==> src/rtl/regfile_mp.sv <==
// rtl/regfile_mp.sv - parametrised multi-port register file with zero register, bypass and optional registered read
module regfile_mp #(
  parameter int WIDTH    = 64,
  parameter int DEPTH    = 32,
  parameter int ADDR_W   = $clog2(DEPTH),
  parameter int NREAD    = 2,
  parameter int ZERO_REG = 31,
  parameter int BYPASS   = 1,
  parameter int READ_REG = 0
) (
  input  logic                         clk,
  input  logic                         reset,
  input  logic                         RegWrite,
  input  logic [ADDR_W-1:0]            WriteRegister,
  input  logic [WIDTH-1:0]             WriteData,
  input  logic [NREAD-1:0][ADDR_W-1:0] ReadRegister,
  output logic [NREAD-1:0][WIDTH-1:0]  ReadData
);

  // Indices are compared at 32 bits so that ZERO_REG == DEPTH (disabled)
  // never aliases onto a real entry when DEPTH is a power of two.
  localparam logic [31:0] ZERO_IDX = 32'(ZERO_REG);
  localparam logic [31:0] DEPTH_U  = 32'(DEPTH);

  logic [WIDTH-1:0]            r_mem [DEPTH];
  logic [NREAD-1:0][WIDTH-1:0] w_raw;
  logic [31:0]                 w_wr_idx;
  logic                        w_wr_ok;

  assign w_wr_idx = 32'(WriteRegister);
  assign w_wr_ok  = (w_wr_idx != ZERO_IDX) && (w_wr_idx < DEPTH_U);

  // Storage: reset clears every entry and wins over a same-cycle write.
  always_ff @(posedge clk) begin
    if (reset) begin
      for (int k = 0; k < DEPTH; k++) begin
        r_mem[k] <= '0;
      end
    end else if (RegWrite && w_wr_ok) begin
      r_mem[WriteRegister] <= WriteData;
    end
  end

  // Raw read per port: zero register, out-of-range, bypass, then storage.
  // Only the index compare of the bypass touches the write side here.
  always_comb begin
    w_raw = '0;
    for (int i = 0; i < NREAD; i++) begin
      if (32'(ReadRegister[i]) == ZERO_IDX) begin
        w_raw[i] = '0;
      end else if (32'(ReadRegister[i]) >= DEPTH_U) begin
        w_raw[i] = '0;
      end else if ((BYPASS == 1) && RegWrite && !reset &&
                   (WriteRegister == ReadRegister[i])) begin
        w_raw[i] = WriteData;
      end else begin
        w_raw[i] = r_mem[ReadRegister[i]];
      end
    end
  end

  generate
    if (READ_REG == 1) begin : g_reg_read
      logic [NREAD-1:0][WIDTH-1:0] r_rdata;

      // Registered read: one cycle of latency, cleared by reset.
      always_ff @(posedge clk) begin
        if (reset) begin
          r_rdata <= '0;
        end else begin
          r_rdata <= w_raw;
        end
      end

      assign ReadData = r_rdata;
    end else begin : g_comb_read
      assign ReadData = w_raw;
    end
  endgenerate

endmodule

==> config.mk <==
export PLATFORM = sky130hd
export DESIGN_NAME = regfile_mp
export DESIGN_NICKNAME = d
export VERILOG_FILES = /design/src/rtl/regfile_mp.sv
export SDC_FILE = /design/constraint.sdc
export NUM_CORES = 2
export LEC_CHECK = 0
export CAP_MARGIN = 20
export CORE_MARGIN = 4
export CORE_UTILIZATION = 30
export CTS_BUF_LIST = sky130_fd_sc_hd__clkbuf_4 sky130_fd_sc_hd__clkbuf_8
export DETAILED_ROUTE_END_ITERATION = 12
export PLACE_DENSITY = 0.53
export REMOVE_ABC_BUFFERS = 1
export SLEW_MARGIN = 25
export SYNTH_ARGS = -nofsm -noshare
export SYNTH_HDL_FRONTEND = slang
export SYNTH_SLANG_ARGS = --single-unit
export TNS_END_PERCENT = 10
==> constraint.sdc <==
create_clock -name clk -period 8.3 [get_ports clk]
set_clock_uncertainty 0.15 [all_clocks]
set_input_delay 1.245 -clock clk [delete_from_list [all_inputs] [get_ports clk]]
set_output_delay 1.245 -clock clk [all_outputs]
set_load 0.1 [all_outputs]
Word level (Yosys, flattened, before mapping). Memory sizes are Yosys's and may differ from the RTL's. Index checks and enable logic that the tools add are counted.

Order comparisons: 1. Eq/ne operators: 5. Muxes and demuxes: 12. Reductions and logical operators: 7.

Operators with widths (number): two-way mux 64 bit (5); OR reduction 64 bit (1); == test 5 bit (2); == test 5 bit (second input constant) (2); less-than comparator 5 x 6 -> 1 bit (second input constant) (1); two-way mux 1 bit (6); logical AND 1 bit (5); two-way mux 5 bit (1); != test 5 bit (second input constant) (1); logical NOT 1 bit (1).

Register bits: 0. Memory bits (writable): 2048. Input port bits: 82. Logic and storage cells: 26. Memories: 1.

Memories: r_mem (depth 32, bits a word 64, read ports 2, clocked after Yosys merged registers in 0, write ports 32, RTL line 25) `logic [WIDTH-1:0] r_mem [DEPTH];`.

Depth between registers and ports, before layout.
Depth in word-level cells: 8. Gate-level depth with buffers: 10. Mapped depth without buffers: 5.

Worst setup path before layout. No wires, ideal clock.

Kind: in2out. Start point: input ReadRegister[1] (netlist bit). End point: output ReadData[12] (netlist bit). Arrival: 4.554 ns. Slack: 2.351 ns. Stages: 8. Path buffers: 5. Cell sequence: buf_4 -> buf_4 -> buf_2 -> buf_2 -> buf_4 -> mux2i_1 -> o21a_1 -> o21ai_0.

RTL lines: start, declared (RTL line 16) `input logic [NREAD-1:0][ADDR_W-1:0] ReadRegister,`; end, declared (RTL line 17) `output logic [NREAD-1:0][WIDTH-1:0] ReadData`.

==> impl_metrics.xml <==
<?xml version="1.0" encoding="UTF-8"?>
<metrics>
  <group name="grt">
    <metric name="wire_length_of_the_first_global_routing_pass" unit="mm">615.0</metric>
    <metric name="grtUsageTotal" unit="%">23.79</metric>
    <metric name="gr-usage-met1" unit="%">29.32</metric>
    <metric name="overflow" unit="">0</metric>
    <metric name="first_global_vias" unit="">72150</metric>
    <metric name="busiest_layer" unit="">met2</metric>
    <metric name="number_of_antenna_violations_at_the_first_check_in_global_routing" unit="">69</metric>
    <metric name="grt.met2_usage" unit="%">39.37</metric>
    <metric name="met3_usage" unit="%">5.309</metric>
    <metric name="grt_start_max_net_pins" unit="">104</metric>
  </group>
  <group name="min_path">
    <metric name="hold_class" unit="">input pin to flip-flop</metric>
  </group>
  <group name="logic_synthesis">
    <metric name="yosys_register_bits" unit="">2048</metric>
    <metric name="synth_cells" unit="">6946</metric>
    <metric name="syn-mean-instance-area" unit="sq um">15.60</metric>
    <metric name="area_share_of_the_leading_cell_type_in_the_synthesized_netlist" unit="%">56.76</metric>
    <metric name="postSynth.topFlopCell" unit="">edfxtp_1</metric>
    <metric name="async_reset_ff_share" unit="%">0</metric>
    <metric name="synth_sequential_area_ratio" unit="%">56.76</metric>
    <metric name="syn_area" unit="sq um">108300</metric>
    <metric name="synth_largest_area_cell" unit="">edfxtp_1</metric>
    <metric name="ys.warnings.count" unit="">0</metric>
    <metric name="synth_enable_flop_cells" unit="">2048</metric>
    <metric name="synth.area.top_cells" unit="">edfxtp_1 57%, mux4_2 22%, and2_1 11%, clkbuf_1 2.0%, a22oi_1 1.8%</metric>
    <metric name="synth.distinct_cells" unit="">58</metric>
  </group>
  <group name="pwr">
    <metric name="leakagePower" unit="nW">41.23</metric>
    <metric name="power_share_of_the_combinational_group" unit="%">15.9</metric>
    <metric name="fin_total_pwr" unit="mW">25.29</metric>
    <metric name="vdd.ir_drop.worst" unit="V">0.0001154</metric>
    <metric name="pwr-share-clk" unit="%">35.7</metric>
    <metric name="power.sequential.fraction" unit="%">48.4</metric>
    <metric name="intPower" unit="mW">17.89</metric>
    <metric name="p_sw_share" unit="%">29.25</metric>
    <metric name="p_switching" unit="mW">7.397</metric>
    <metric name="power.density_cell_area" unit="nW/um^2">206.7</metric>
  </group>
  <group name="clocking">
    <metric name="cts_setup_buffers" unit="">0</metric>
    <metric name="numCtsBuffers" unit="">355</metric>
    <metric name="clockRootBuffer" unit="">clkbuf_8</metric>
    <metric name="ctsLongestPathBuffers" unit="">4</metric>
    <metric name="cts_tree" unit="">built</metric>
    <metric name="clock_sinks" unit="">2048</metric>
    <metric name="ctsResizeCount" unit="">0</metric>
    <metric name="clock_tree.htree_level_count" unit="">5</metric>
    <metric name="post_cts_hold_buffer_count" unit="">0</metric>
    <metric name="clk_transition_reported_paths" unit="ns">0.06</metric>
  </group>
  <group name="worst_setup_path">
    <metric name="slowest_delay" unit="ns">0.86</metric>
    <metric name="critical-path-top-cell-by-count" unit="">buf_4</metric>
    <metric name="timing.setup.critical_path_class" unit="">input pin to output port</metric>
    <metric name="timing.critical_path.cells" unit="">clkdlybuf4s50_1 &gt; xnor2_1 &gt; nand4_1 &gt; nor2_4 &gt; buf_4 &gt; a22oi_1 &gt; o2bb2ai_1 &gt; buf_4</metric>
    <metric name="worstSetupStartpointType" unit="">input pin</metric>
    <metric name="worst_path_max_delay_cell" unit="">nor2_4</metric>
    <metric name="worst_ep_required" unit="ns">6.90</metric>
    <metric name="critical_path.endpoint_type" unit="">output port</metric>
    <metric name="cp_data_arrival_time" unit="ns">5.25</metric>
    <metric name="cpLargestDelayFamily" unit="">buffers and inverters</metric>
    <metric name="cp.buffers_inverters" unit="">3</metric>
    <metric name="critical_path_peak_fanout" unit="">18</metric>
  </group>
  <group name="placement">
    <metric name="numPlacedInstances" unit="">11460</metric>
    <metric name="gp_congestion" unit="">0.8358</metric>
    <metric name="post-place-ws" unit="ns">1.689</metric>
    <metric name="dp_hpwl" unit="mm">255.5</metric>
    <metric name="numPortBuffers" unit="">209</metric>
  </group>
  <group name="route">
    <metric name="vias_per_cell" unit="">5.872</metric>
    <metric name="initialDrtViolationCount" unit="">10360</metric>
    <metric name="drt_pre_antenna_iters" unit="">6</metric>
    <metric name="drcViolationCount" unit="">0</metric>
    <metric name="antenna_left" unit="">0</metric>
    <metric name="finalWirelength" unit="mm">453.5</metric>
    <metric name="routed_via_count" unit="">71160</metric>
    <metric name="wire_per_inst" unit="um">37.42</metric>
  </group>
  <group name="finish">
    <metric name="final_net_count" unit="">7130</metric>
    <metric name="filler_cell_count" unit="">34550</metric>
    <metric name="finish.cell_count_without_fillers" unit="">12120</metric>
    <metric name="final_layout_size_suffix_gt1_share" unit="%">28.60</metric>
    <metric name="area_growth_from_synthesis_to_layout" unit="%">12.93</metric>
    <metric name="post-route-util" unit="%">34.03</metric>
    <metric name="registers_with_the_most_flip_flops" unit="">r_mem (2048)</metric>
    <metric name="largest_reg_flops" unit="">2048</metric>
    <metric name="register_containing_the_most_flip_flops_in_the_final_layout" unit="">r_mem</metric>
  </group>
  <group name="sta">
    <metric name="final.setup.worst_slack" unit="ns">1.653</metric>
    <metric name="slew-limit-headroom" unit="%">20.88</metric>
    <metric name="number_of_max_slew_violations_in_the_final_report" unit="">0</metric>
    <metric name="max_clock_freq" unit="MHz">150.5</metric>
    <metric name="rsz0062_at_grt" unit="">false</metric>
    <metric name="finalHoldViolations" unit="">0</metric>
    <metric name="hold-worst-slack" unit="ns">0.7042</metric>
    <metric name="least_margin_pin_slew" unit="ns">1.174</metric>
    <metric name="setup-violations-final" unit="">0</metric>
    <metric name="period_share" unit="%">80.08</metric>
    <metric name="period_needed" unit="ns">6.647</metric>
  </group>
  <group name="die">
    <metric name="cell_rows" unit="">220</metric>
    <metric name="ios" unit="">210</metric>
    <metric name="floorplan.die.width" unit="um">609.0</metric>
    <metric name="design.core.area" unit="sq um">359500</metric>
    <metric name="floorplan.die_area" unit="sq um">370800</metric>
    <metric name="floorplan.die.height" unit="um">609.0</metric>
    <metric name="initial_utilization" unit="%">30.14</metric>
  </group>
  <group name="flow_run">
    <metric name="drv.max_cap_violation_count" unit="">0</metric>
  </group>
  <group name="status">
    <metric name="run_status" unit="">completed</metric>
  </group>
</metrics>
-- cell type report --
type	count	area, sq um	area share, %
well taps	4773	5972	4.881
repair buffers	476	4099	3.350
clock inverters	152	770.7	0.6299
diodes	36	90.09	0.07363
flip-flops and latches	2048	61500	50.26
inverters	5	18.77	0.01534
multi-input cells	4162	44130	36.07
clock buffers	467	5777	4.721
-- power by group through the flow --
| stage | clock network (mW) | logic [mW] | registers (mW) |
|---|---|---|---|
| global placement | 0 | 4.02 | 12.4 |
| floorplan | 0 | 2.27 | 12.3 |
| finish | 9.02 | 4.02 | 12.2 |
| CTS | 9.13 | 4.03 | 12.2 |
| global route | 9.59 | 4.14 | 12.3 |
| detailed placement | 0 | 4.02 | 12.4 |
-- cell usage after synthesis, types with 3 or more instances --
cell type,instances
edfxtp_1,2048
and2_1,1990
mux4_2,1041
clkbuf_1,566
a22oi_1,254
mux2i_1,151
buf_2,149
o22ai_1,123
nand2_1,79
a22o_1,65
nor2_1,61
nor3_1,44
buf_4,41
a211oi_1,39
or2_2,36
nand3_1,33
o21ai_0,28
a21oi_1,26
buf_1,26
o2bb2ai_1,22
nor2b_1,14
buf_6,12
a221o_1,10
xnor2_1,10
a221oi_1,5
a32oi_1,5
nand2b_1,5
nand3b_1,5
o21a_1,5
a211o_1,4
a32o_1,4
and3_1,4
inv_1,4
mux2_2,4
or3_1,4
o221ai_1,3
-- cells in the final DEF, fill, tap and decap left out, types with 27 or more instances in the layout --
cell type        instances
and2_1                1986
a22oi_1                254
clkinv_1                85
clkbuf_8               364
conb_1                  64
diode_2                 36
edfxtp_1              2048
clkbuf_4               104
nor3_1                  43
a211oi_1                38
nor2_4                  36
mux2i_1                151
or2_4                   31
buf_4                  359
buf_12                  27
nand3_1                 33
nand2_1                 77
clkinv_2                50
mux4_2                1041
a22o_1                  65
o22ai_1                123
clkdlybuf4s50_1         63
-- worst paths after layout --
check	from	to	slack, ns	cells after the start
setup / recovery	WriteRegister[4]	ReadData[27]	1.65	8
hold / removal	reset	r_mem[31][26]$_SDFFCE_PN0P_	0.70	1
-- cell families (layout without fill, tap and decap cells) --
group           after synthesis  in the layout  share of synthesized area [%]
buf+inv                     799           1100                          3.165
mux                        1196           1196                          23.08
simple gates               2285           2285                          12.80
flops                      2048           2048                          56.76
xor+xnor                     10             10                        0.08083
compound gates              607            607                          4.116
other cells                   1            100                       0.003461
-- through the flow --
stage	instance area, sq um	TNS, ns
after global routing	122300	0
after global placement	115700	0
after floorplan	105200	-93.39
final	122400	0
after detailed placement	115700	0
after CTS	122300	0
-- layer usage --
layer	wire [um]	share of wire [%]
met1	163400	36
met2	217700	48
met3	46260	10
met4	25960	5.7
met5	136	0.030
(Power assumes the default switching activity.)
